## src/rtl/commit_trace_checker.sv

```systemverilog
// Lock-step commit trace checker: two per-copy FIFOs of {mem_valid, addr} entries are
// popped in pairs and compared. Optional skew check is enabled by TRACE_CHECK_SKEW_EN.

module trace_fifo #(
  parameter int EW    = 33,
  parameter int DEPTH = 4
) (
  input  logic                     clk,
  input  logic                     rst,
  input  logic                     push,
  input  logic [EW-1:0]            wdata,
  input  logic                     pop,
  output logic [EW-1:0]            rdata,
  output logic [$clog2(DEPTH):0]   occ,
  output logic                     full,
  output logic                     empty
);
  localparam int PW = $clog2(DEPTH);

  logic [EW-1:0] mem [DEPTH];
  logic [PW:0]   wp, rp;

  always_ff @(posedge clk) begin
    if (rst) begin
      wp <= '0;
      rp <= '0;
    end else begin
      if (push) wp <= wp + 1'b1;
      if (pop)  rp <= rp + 1'b1;
    end
  end

  always_ff @(posedge clk) begin
    if (push) mem[wp[PW-1:0]] <= wdata;
  end

  // extra wrap bit keeps full (occ==DEPTH) distinct from empty
  assign occ   = wp - rp;
  assign full  = (occ == (PW+1)'(DEPTH));
  assign empty = (wp == rp);
  assign rdata = mem[rp[PW-1:0]];
endmodule


```

## config.mk

```make
export PLATFORM = sky130hd
export DESIGN_NAME = trace_fifo
export DESIGN_NICKNAME = d
export VERILOG_FILES = /design/src/rtl/commit_trace_checker.sv
export SDC_FILE = /design/constraint.sdc
export NUM_CORES = 1
export LEC_CHECK = 0
export BUFFER_PORTS_ARGS = -buffer_cell sky130_fd_sc_hd__buf_2
export CAP_MARGIN = 20
export CORE_MARGIN = 2
export CORE_UTILIZATION = 40
export CTS_BUF_LIST = sky130_fd_sc_hd__clkbuf_2
export CTS_CLUSTER_SIZE = 20
export DETAILED_ROUTE_END_ITERATION = 10
export GPL_TIMING_DRIVEN = 0
export PLACE_DENSITY = 0.62
export RECOVER_POWER = 25
export SYNTH_ARGS = -nofsm -noshare
export SYNTH_HDL_FRONTEND = slang
export SYNTH_SLANG_ARGS = --single-unit
export TNS_END_PERCENT = 50
```

## constraint.sdc

```tcl
create_clock -name clk -period 2.5 [get_ports clk]
set_input_delay 0.375 -clock clk [delete_from_list [all_inputs] [get_ports clk]]
set_output_delay 0.375 -clock clk [all_outputs]
set_load 0.01 [all_outputs]
```

==> results of run 1 <==
==> power breakdown <==
| group | internal, mW | switching, mW | leakage [nW] |
|---|---|---|---|
| Clock | 0.740 | 0.782 | 0.170 |
| Combinational | 0.441 | 0.332 | 0.939 |
| Sequential | 2.68 | 0.0319 | 1.28 |
| Total | 3.86 | 1.15 | 2.39 |
==> layer usage <==
layer | wire, microns | vias to the layer above | track usage | part of all wire
met3 | 468 | 16 | 0.05412 | 0.048
met2 | 4920 | 64 | 0.2356 | 0.51
met4 | 168 | 0 | 0.06027 | 0.017
met5 | 0 | - | 0 | 0
li1 | - | 1196 | - | -
met1 | 4180 | 1348 | 0.1823 | 0.43
==> what timing repair did <==
item	CTS	global route
cloned	3	1
setup endpoints to repair	33	35
hold buffers	37	0
buffers inserted	4	1
endpoints found under the hold margin	140	0
gates resized for setup	21	24
pin swaps	3	2
==> area by class of cell <==
type / count / area share
Clock inverter: 15 / 0.02932
Multi-Input combinational cell: 66 / 0.1529
Timing Repair Buffer: 123 / 0.1585
Sequential cell: 140 / 0.5977
Clock buffer: 17 / 0.01231
Buffer: 8 / 0.01538
Inverter: 5 / 0.002714
Tap cell: 172 / 0.03113
==> sequential cells by signal (all words and copies together) (netlist names), named ones only <==
| name | flops |
|---|---|
| mem | 132 |
| rp | 3 |
| wp | 3 |
==> cells in the final DEF, fill, tap and decap left out, types with 2 or more instances in the layout <==
cell type / n
a21bo_2: 2
a21oi_1: 2
and2_2: 4
buf_12: 7
buf_16: 4
buf_2: 28
buf_4: 7
buf_6: 25
bufinv_16: 5
clkbuf_1: 22
clkbuf_2: 17
clkinv_1: 3
clkinv_2: 5
dfxtp_1: 5
dfxtp_4: 2
dlygate4sd3_1: 37
edfxtp_1: 132
ha_1: 6
inv_1: 3
inv_2: 2
mux2i_1: 3
mux4_1: 2
mux4_2: 31
nand3b_1: 3
nor2_1: 5
xnor2_1: 3
==> critical path: stages, from the launching register on <==
cell     delay, ns
dfxtp_2       0.37
inv_2         0.05
ha_4          0.15
inv_2         0.05
fa_2          0.43
or3b_4        0.37
mux2i_1       0.13
buf_2         0.15
==> logic make-up after synthesis <==
group,after synthesis,synth area share
AOI/OAI and AO/OA,4,0.005693
DFF,140,0.7818
buffers and inverters,14,0.02135
muxes,36,0.1487
and+or+nand+nor,14,0.01542
xor gates and xnor gates,4,0.006643
adders and majority gates,8,0.02040
==> metrics by stage <==
| step | instance area, sq um | utilization | setup TNS (ns) | hold slack [ns] | instances |
|---|---|---|---|---|---|
| after floorplan | 5275 | - | 0 | 0.4441 | 220 |
| after global placement | 5856 | 0.4603 | -10.11 | 0.5487 | 465 |
| after detailed placement | 5948 | 0.4675 | 0 | 0.5565 | 469 |
| after CTS | 6778 | 0.5328 | -0.6904 | 0.3272 | 544 |
| after global routing | 6914 | 0.5435 | -2.378 | 0.3403 | 546 |
| final | 6914 | 0.5435 | -0.2419 | 0.4164 | 546 |
==> path summary, 6_finish.rpt <==
path | to | start | depth (start not counted)
worst min-delay path | mem[3][20] | wdata[20] | 2
worst max register to register | mem[3][28] | wp[1] | 3
worst max-delay path | full | wp[0] | 7
worst min register to register | rp[1] | rp[1] | 2
==> results.json, run 1 <==
{
  "dr.pass1.iters": 4,
  "dr_total_vias": 2624,
  "fin_total_pwr_mw": 5.006,
  "synth_area_leaders": "edfxtp_1 (75%), mux4_2 (13%), dfxtp_1 (3.0%)",
  "ys_ff_latch": 140,
  "worstSetupStartpointType": "register",
  "syn_inst": 220,
  "synth-async-reset-ratio": 0,
  "clock_latency_ns": 0.69,
  "wl_microns": 9738,
  "htree_levels": 4,
  "io_pins": 75,
  "synth.avg_cell_area_sq_um": 23.98,
  "synth_top_area_frac": 0.7514,
  "avgViaCountPerCell": 4.806,
  "min_period_ns": 2.742,
  "synthMostInstantiatedCell": "edfxtp_1",
  "rows": 41,
  "yosysWarnings": 0,
  "relSlewSlack": 0.6563,
  "multi_input_area_sq_um": 1057,
  "worst_slew_pin_slew_ns": 0.5155,
  "rsz0062_at_grt": "true",
  "clock.fmax_mhz": 364.7,
  "powerDensity_nw_per_um2": 724.1,
  "violations": "setup timing",
  "start_util": 0.4146,
  "cts_max_path_buffers": 2,
  "n_antenna_cell": 0,
  "seq_area_sq_um": 4133,
  "syn-cell-area_sq_um": 5275,
  "place.port_buffers": 73,
  "grt_pass1_vias": 2833,
  "rrSetupSlack_ns": 0.80,
  "drc": 0,
  "gp_congestion": 0.6576,
  "skew_ns": 0.01607,
  "p_leak_nw": 2.388,
  "die_w_microns": 118.8,
  "maxSlewViolCount": 0,
  "critPathMaxFanout": 2,
  "ir_drop_uv": 354.8,
  "synth_edf_count": 132,
  "synth_ff_type": "edfxtp_1",
  "ant_nets": 0,
  "hold_class": "primary input to register",
  "cap_violations": 0,
  "fin_ws_ns": -0.2419,
  "cp_data_required_time_ns": 2.12,
  "drt_iter0_drc": 174,
  "drive_gt1_frac": 0.3904,
  "nFillCells": 1066,
  "clk_pin_slew_worst_paths_ns": 0.20,
  "coreArea_sq_um": 12720,
  "cts_root_buffer": "clkbuf_2",
  "dpl.hpwl_microns": 5853,
  "final_hold_viol_count": 0,
  "cts_tree": "yes",
  "critPathKind": "register to output port",
  "fin_crit_sh": 1.097,
  "fin_nets": 406,
  "dieHeight_microns": 118.8,
  "track_usage": 0.1474,
  "grt_overflow": 0,
  "ys_types": 21,
  "antenna_found_initial": 0,
  "grt_max_degree": 23,
  "cts_buffers": 17,
  "endpoint_kind": "output port",
  "grt_pass1_wl_microns": 15210,
  "worstPathArrival_ns": 2.37,
  "area_growth_syn_to_layout_pct": 31.07,
  "dieArea_sq_um": 14120,
  "yosys.area.top_type": "edfxtp_1",
  "status": "finished with violations",
  "wl_per_cell_microns": 17.84,
  "setup_viol": 1,
  "clock-sinks": 140,
  "synth_commonest_cells": "edfxtp_1 (132), mux4_2 (30), dfxtp_1 (8)",
  "syn_nets": 265,
  "yosysSeqAreaShare": 0.7818,
  "place_ws_ns": 0.1951
}
Power figures use the tool's default switching activity.
==> run 2, diff against run 1 <==
Settings changed: CTS_CLUSTER_DIAMETER set to 150, SETUP_SLACK_MARGIN set to 0.2.
==> results.json, run 2 (same netlist as run 1, synthesis figures left out) <==
{
  "status": "finished with violations",
  "violations": "setup timing",
  "cp_top_family": "adder cells",
  "grt_overflow": 0,
  "cts_root_buffer": "clkbuf_2",
  "coreArea_sq_um": 12720,
  "powerDensity_nw_per_um2": 720.3,
  "drc": 0,
  "worst-path-buf-inv": 3,
  "htree_levels": 4,
  "critPathKind": "register to output port",
  "gp_congestion": 0.6576,
  "p_leak_nw": 2.416,
  "io_pins": 75,
  "dr_total_vias": 2623,
  "dr.pass1.iters": 4,
  "avgViaCountPerCell": 4.769,
  "area_growth_syn_to_layout_pct": 32.45,
  "rsz0062_at_grt": "true",
  "min_period_ns": 2.742,
  "drt_iter0_drc": 177,
  "relSlewSlack": 0.6556,
  "ir_drop_uv": 353.0,
  "layout_common_cells": "edfxtp_1 (132), dlygate4sd3_1 (37), mux4_2 (33)",
  "hold_class": "primary input to register",
  "worst_slew_pin_slew_ns": 0.5166,
  "fin_nets": 410,
  "ant_nets": 0,
  "rrSetupSlack_ns": 0.86,
  "dieArea_sq_um": 14120,
  "cp_slowest_cell": "fa_2",
  "final_util": 0.5492,
  "fin_area_sq_um": 6987,
  "fin_ws_ns": -0.2418,
  "cap_violations": 0,
  "slowest_delay_ns": 0.43,
  "whs_ns": 0.4189,
  "maxSlewViolCount": 0,
  "largest_reg_flops": 132,
  "fin_total_pwr_mw": 5.033,
  "grt_pass1_vias": 2879,
  "worstSetupStartpointType": "register",
  "skew_ns": 0.01352,
  "cp_num_cells": 7,
  "grt_pass1_wl_microns": 15410,
  "cp_data_required_time_ns": 2.12,
  "dieHeight_microns": 118.8,
  "clock_latency_ns": 0.69,
  "final_hold_viol_count": 0,
  "track_usage": 0.1490,
  "die_w_microns": 118.8,
  "worstReg2RegStart": "wp[0]",
  "dp_cells": 469,
  "dpl.hpwl_microns": 5853,
  "crit_path_end": "full",
  "clock.fmax_mhz": 364.7,
  "layout_commonest_cell": "edfxtp_1",
  "cts_tree": "yes",
  "place.port_buffers": 73,
  "n_antenna_cell": 0,
  "cts_buffers": 17,
  "worstPathArrival_ns": 2.37,
  "r2r_cells": 4,
  "critPathMostFrequentCell": "inv_2",
  "crit_chain": "inv_2 -> ha_4 -> inv_2 -> fa_2 -> or3b_4 -> mux2i_1 -> buf_2",
  "clock-sinks": 140,
  "wl_per_cell_microns": 17.65,
  "r2r-end": "mem[3][29]",
  "grt_max_degree": 23,
  "setup_viol": 1,
  "cts_max_path_buffers": 2,
  "clk_pin_slew_worst_paths_ns": 0.19,
  "antenna_found_initial": 0,
  "start_util": 0.4146,
  "rows": 41,
  "critPathMaxFanout": 2,
  "fin_crit_sh": 1.097,
  "multi_input_area_sq_um": 1057,
  "final_cells": 550,
  "endpoint_kind": "output port",
  "post_dp_cell_area_sq_um": 5948,
  "seq_area_sq_um": 4133,
  "nFillCells": 1051,
  "startpoint": "wp[0]",
  "wl_microns": 9709,
  "drive_gt1_frac": 0.4101
}
==> run 2: area by class of cell <==
cell class              count  area share
plain buffers               9     0.01594
flip-flops and latches    140      0.5915
repair buffers            126      0.1665
well taps                 172     0.03080
clock inverters            15     0.02901
multi-input cells          66      0.1513
inverters                   5    0.002686
clock buffers              17     0.01218
==> run 2: worst min-delay path by stage <==
stage | from | end | depth (start not counted)
finish | wdata[20] | mem[3][20] | 2
global route | wdata[12] | mem[2][12] | 2
CTS | wdata[22] | mem[2][22] | 2
global placement | rp[1] | rp[1] | 2
floorplan | rst | rp[2] | 1
detailed placement | wp[0] | wp[0] | 2
==> run 2: power by group <==
part | internal, mW | total (mW) | switching [mW]
registers | 2.68 | 2.71 | 0.0279
logic | 0.469 | 0.810 | 0.341
clock network | 0.740 | 1.52 | 0.775
==> run 2: what timing repair did <==
action                                  CTS  global route
cloned                                    3             0
hold endpoints to repair                140             0
resized for setup                        44            13
setup buffers                             5             4
hold buffers                             37             0
endpoints found under the setup margin   37            37
pin swaps                                 3             2
==> run 2: stage by stage <==
stage               setup TNS (ns)  setup WS (ns)
floorplan                        0         0.2805
global placement            -10.11        -0.1020
detailed placement               0         0.1951
CTS                        -0.8660        -0.3709
global route                -2.855        -0.4440
finish                     -0.2418        -0.2418
==> run 2: routing by layer <==
layer | part of all wire | up-vias | global-route usage
met4 | 0.017 | 0 | 0.06027
li1 | - | 1205 | -
met3 | 0.045 | 16 | 0.05460
met2 | 0.50 | 64 | 0.2385
met1 | 0.44 | 1338 | 0.1843
met5 | 0 | - | 0
==> run 3, diff against run 2 <==
Settings changed: CORE_ASPECT_RATIO set to 0.8, CTS_BUF_LIST sky130_fd_sc_hd__clkbuf_2 to sky130_fd_sc_hd__clkbuf_8 sky130_fd_sc_hd__clkbuf_16, GPL_TIMING_DRIVEN 0 to not set.
==> results.json, run 3 (same netlist as run 1, synthesis figures left out) <==
{
  "place_ws_ns": 0.2264,
  "setup_viol": 0,
  "cts_max_path_buffers": 2,
  "die_w_microns": 132.4,
  "grt_max_degree": 34,
  "powerDensity_nw_per_um2": 876.2,
  "slowest_delay_ns": 0.46,
  "track_usage": 0.1383,
  "cts_root_buffer": "clkbuf_16",
  "dr_total_vias": 2446,
  "fin_crit_sh": 0.9715,
  "relSlewSlack": 0.6575,
  "critPathMaxFanout": 3,
  "skew_ns": 0.008514,
  "dieHeight_microns": 106.7,
  "clock.fmax_mhz": 411.7,
  "drt_iter0_drc": 182,
  "status": "completed",
  "cts_tree": "yes",
  "fin_total_pwr_mw": 5.660,
  "place.port_buffers": 74,
  "dp_cells": 468,
  "min_period_ns": 2.429,
  "avgViaCountPerCell": 4.873,
  "coreArea_sq_um": 12870,
  "dpl.hpwl_microns": 5299,
  "n_antenna_cell": 0,
  "clk_pin_slew_worst_paths_ns": 0.05,
  "htree_levels": 4,
  "hold_class": "primary input to register",
  "rsz0062_at_grt": "true",
  "worst_slew_pin_slew_ns": 0.5137,
  "layout_commonest_cell": "edfxtp_1",
  "wl_per_cell_microns": 17.67,
  "fin_ws_ns": 0.07131,
  "dieArea_sq_um": 14130,
  "cp_slowest_cell": "fa_1",
  "drive_gt1_frac": 0.3976,
  "p_leak_nw": 2.225,
  "clock_latency_ns": 0.41,
  "ir_drop_uv": 470.2,
  "cap_violations": 0,
  "maxSlewViolCount": 0,
  "clock-sinks": 140,
  "endpoint_kind": "output port",
  "area_growth_syn_to_layout_pct": 22.46,
  "drc": 0,
  "fin_nets": 360,
  "rows": 37,
  "ant_nets": 0,
  "final_util": 0.5019,
  "antenna_found_initial": 0,
  "cts_buffers": 17,
  "start_util": 0.4099,
  "grt_overflow": 0,
  "worstSetupStartpointType": "register",
  "final_hold_viol_count": 0,
  "grt_pass1_vias": 2607,
  "wl_microns": 8868,
  "critPathKind": "register to output port",
  "dr.pass1.iters": 4,
  "layout_common_cells": "edfxtp_1 (132), buf_2 (52), mux4_2 (30)",
  "cp_data_required_time_ns": 2.12,
  "setup_tns_ns": 0,
  "io_pins": 75,
  "final_cells": 502,
  "crit_chain": "ha_4 -> inv_2 -> fa_1 -> or3b_4 -> mux2i_1 -> buf_2",
  "grt_pass1_wl_microns": 14190,
  "largest_reg_flops": 132,
  "worstPathArrival_ns": 2.05,
  "gp_congestion": 0.7034
}
run 3: changes by cell type in the layout (fill, tap and decap cells not counted), sizes merged:
cell,delta
dlygate4sd3,-37
buf,-12
inv,+7
clkinv,-5
bufinv,-2
clkbuf,-1
clkinvlp,-1
run 3: cell type report:
cell class	instances	area, sq um
Clock inverter	14	142.6
Clock buffer	17	425.4
Tap cell	175	219.0
Inverter	5	18.77
Multi-Input combinational cell	66	1059
Timing Repair Buffer	85	466.7
Sequential cell	140	4129
Fill cell	1079	6410
run 3: worst paths after layout:
path | start | to | slack [ns] | cells after the start
worst max-delay path | rp[0] | full | 0.07 | 6
worst min-delay path | wdata[11] | mem[0][11] | 0.19 | 1
worst max register to register | wp[1] | mem[2][10] | 0.85 | 3
worst min register to register | rp[1] | register | 0.56 | 2
run 3: power breakdown:
part | leakage (nW) | switching (mW) | internal [mW]
Sequential | 1.28 | 0.0280 | 2.69
Combinational | 0.643 | 0.291 | 0.269
Clock | 0.303 | 0.855 | 1.53
run 3: routing by layer:
layer	part of all wire	vias up	track usage
met5	0	-	0
met4	0.010	0	0.04608
met3	0.056	11	0.05816
met2	0.47	58	0.2073
met1	0.47	1274	0.1836
li1	-	1103	-
run 3: worst max-delay path, delay by kind of cell, from the launching register on:
family,cells,cell delay [ns]
buffers and inverters,2,0.17
multiplexers,1,0.13
adder cells (fa/ha/maj),2,0.60
flip-flops,1,0.38
AND/OR/NAND/NOR,1,0.37
run 3: per-stage QoR:
stage / cell area (sq um) / hold slack (ns)
3_3_place_gp: 5876 / 0.5438
5_1_grt: 6460 / 0.1810
6_report: 6460 / 0.1866
3_5_place_dp: 5876 / 0.5534
4_1_cts: 6484 / 0.1605
2_1_floorplan: 5275 / 0.4441
run 3: timing repair:
action	4_1_cts	5_1_grt
pin swaps	3	2
setup buffers	3	0
gates resized for setup	7	1
hold buffers	0	0
endpoints found under the setup margin	1	15
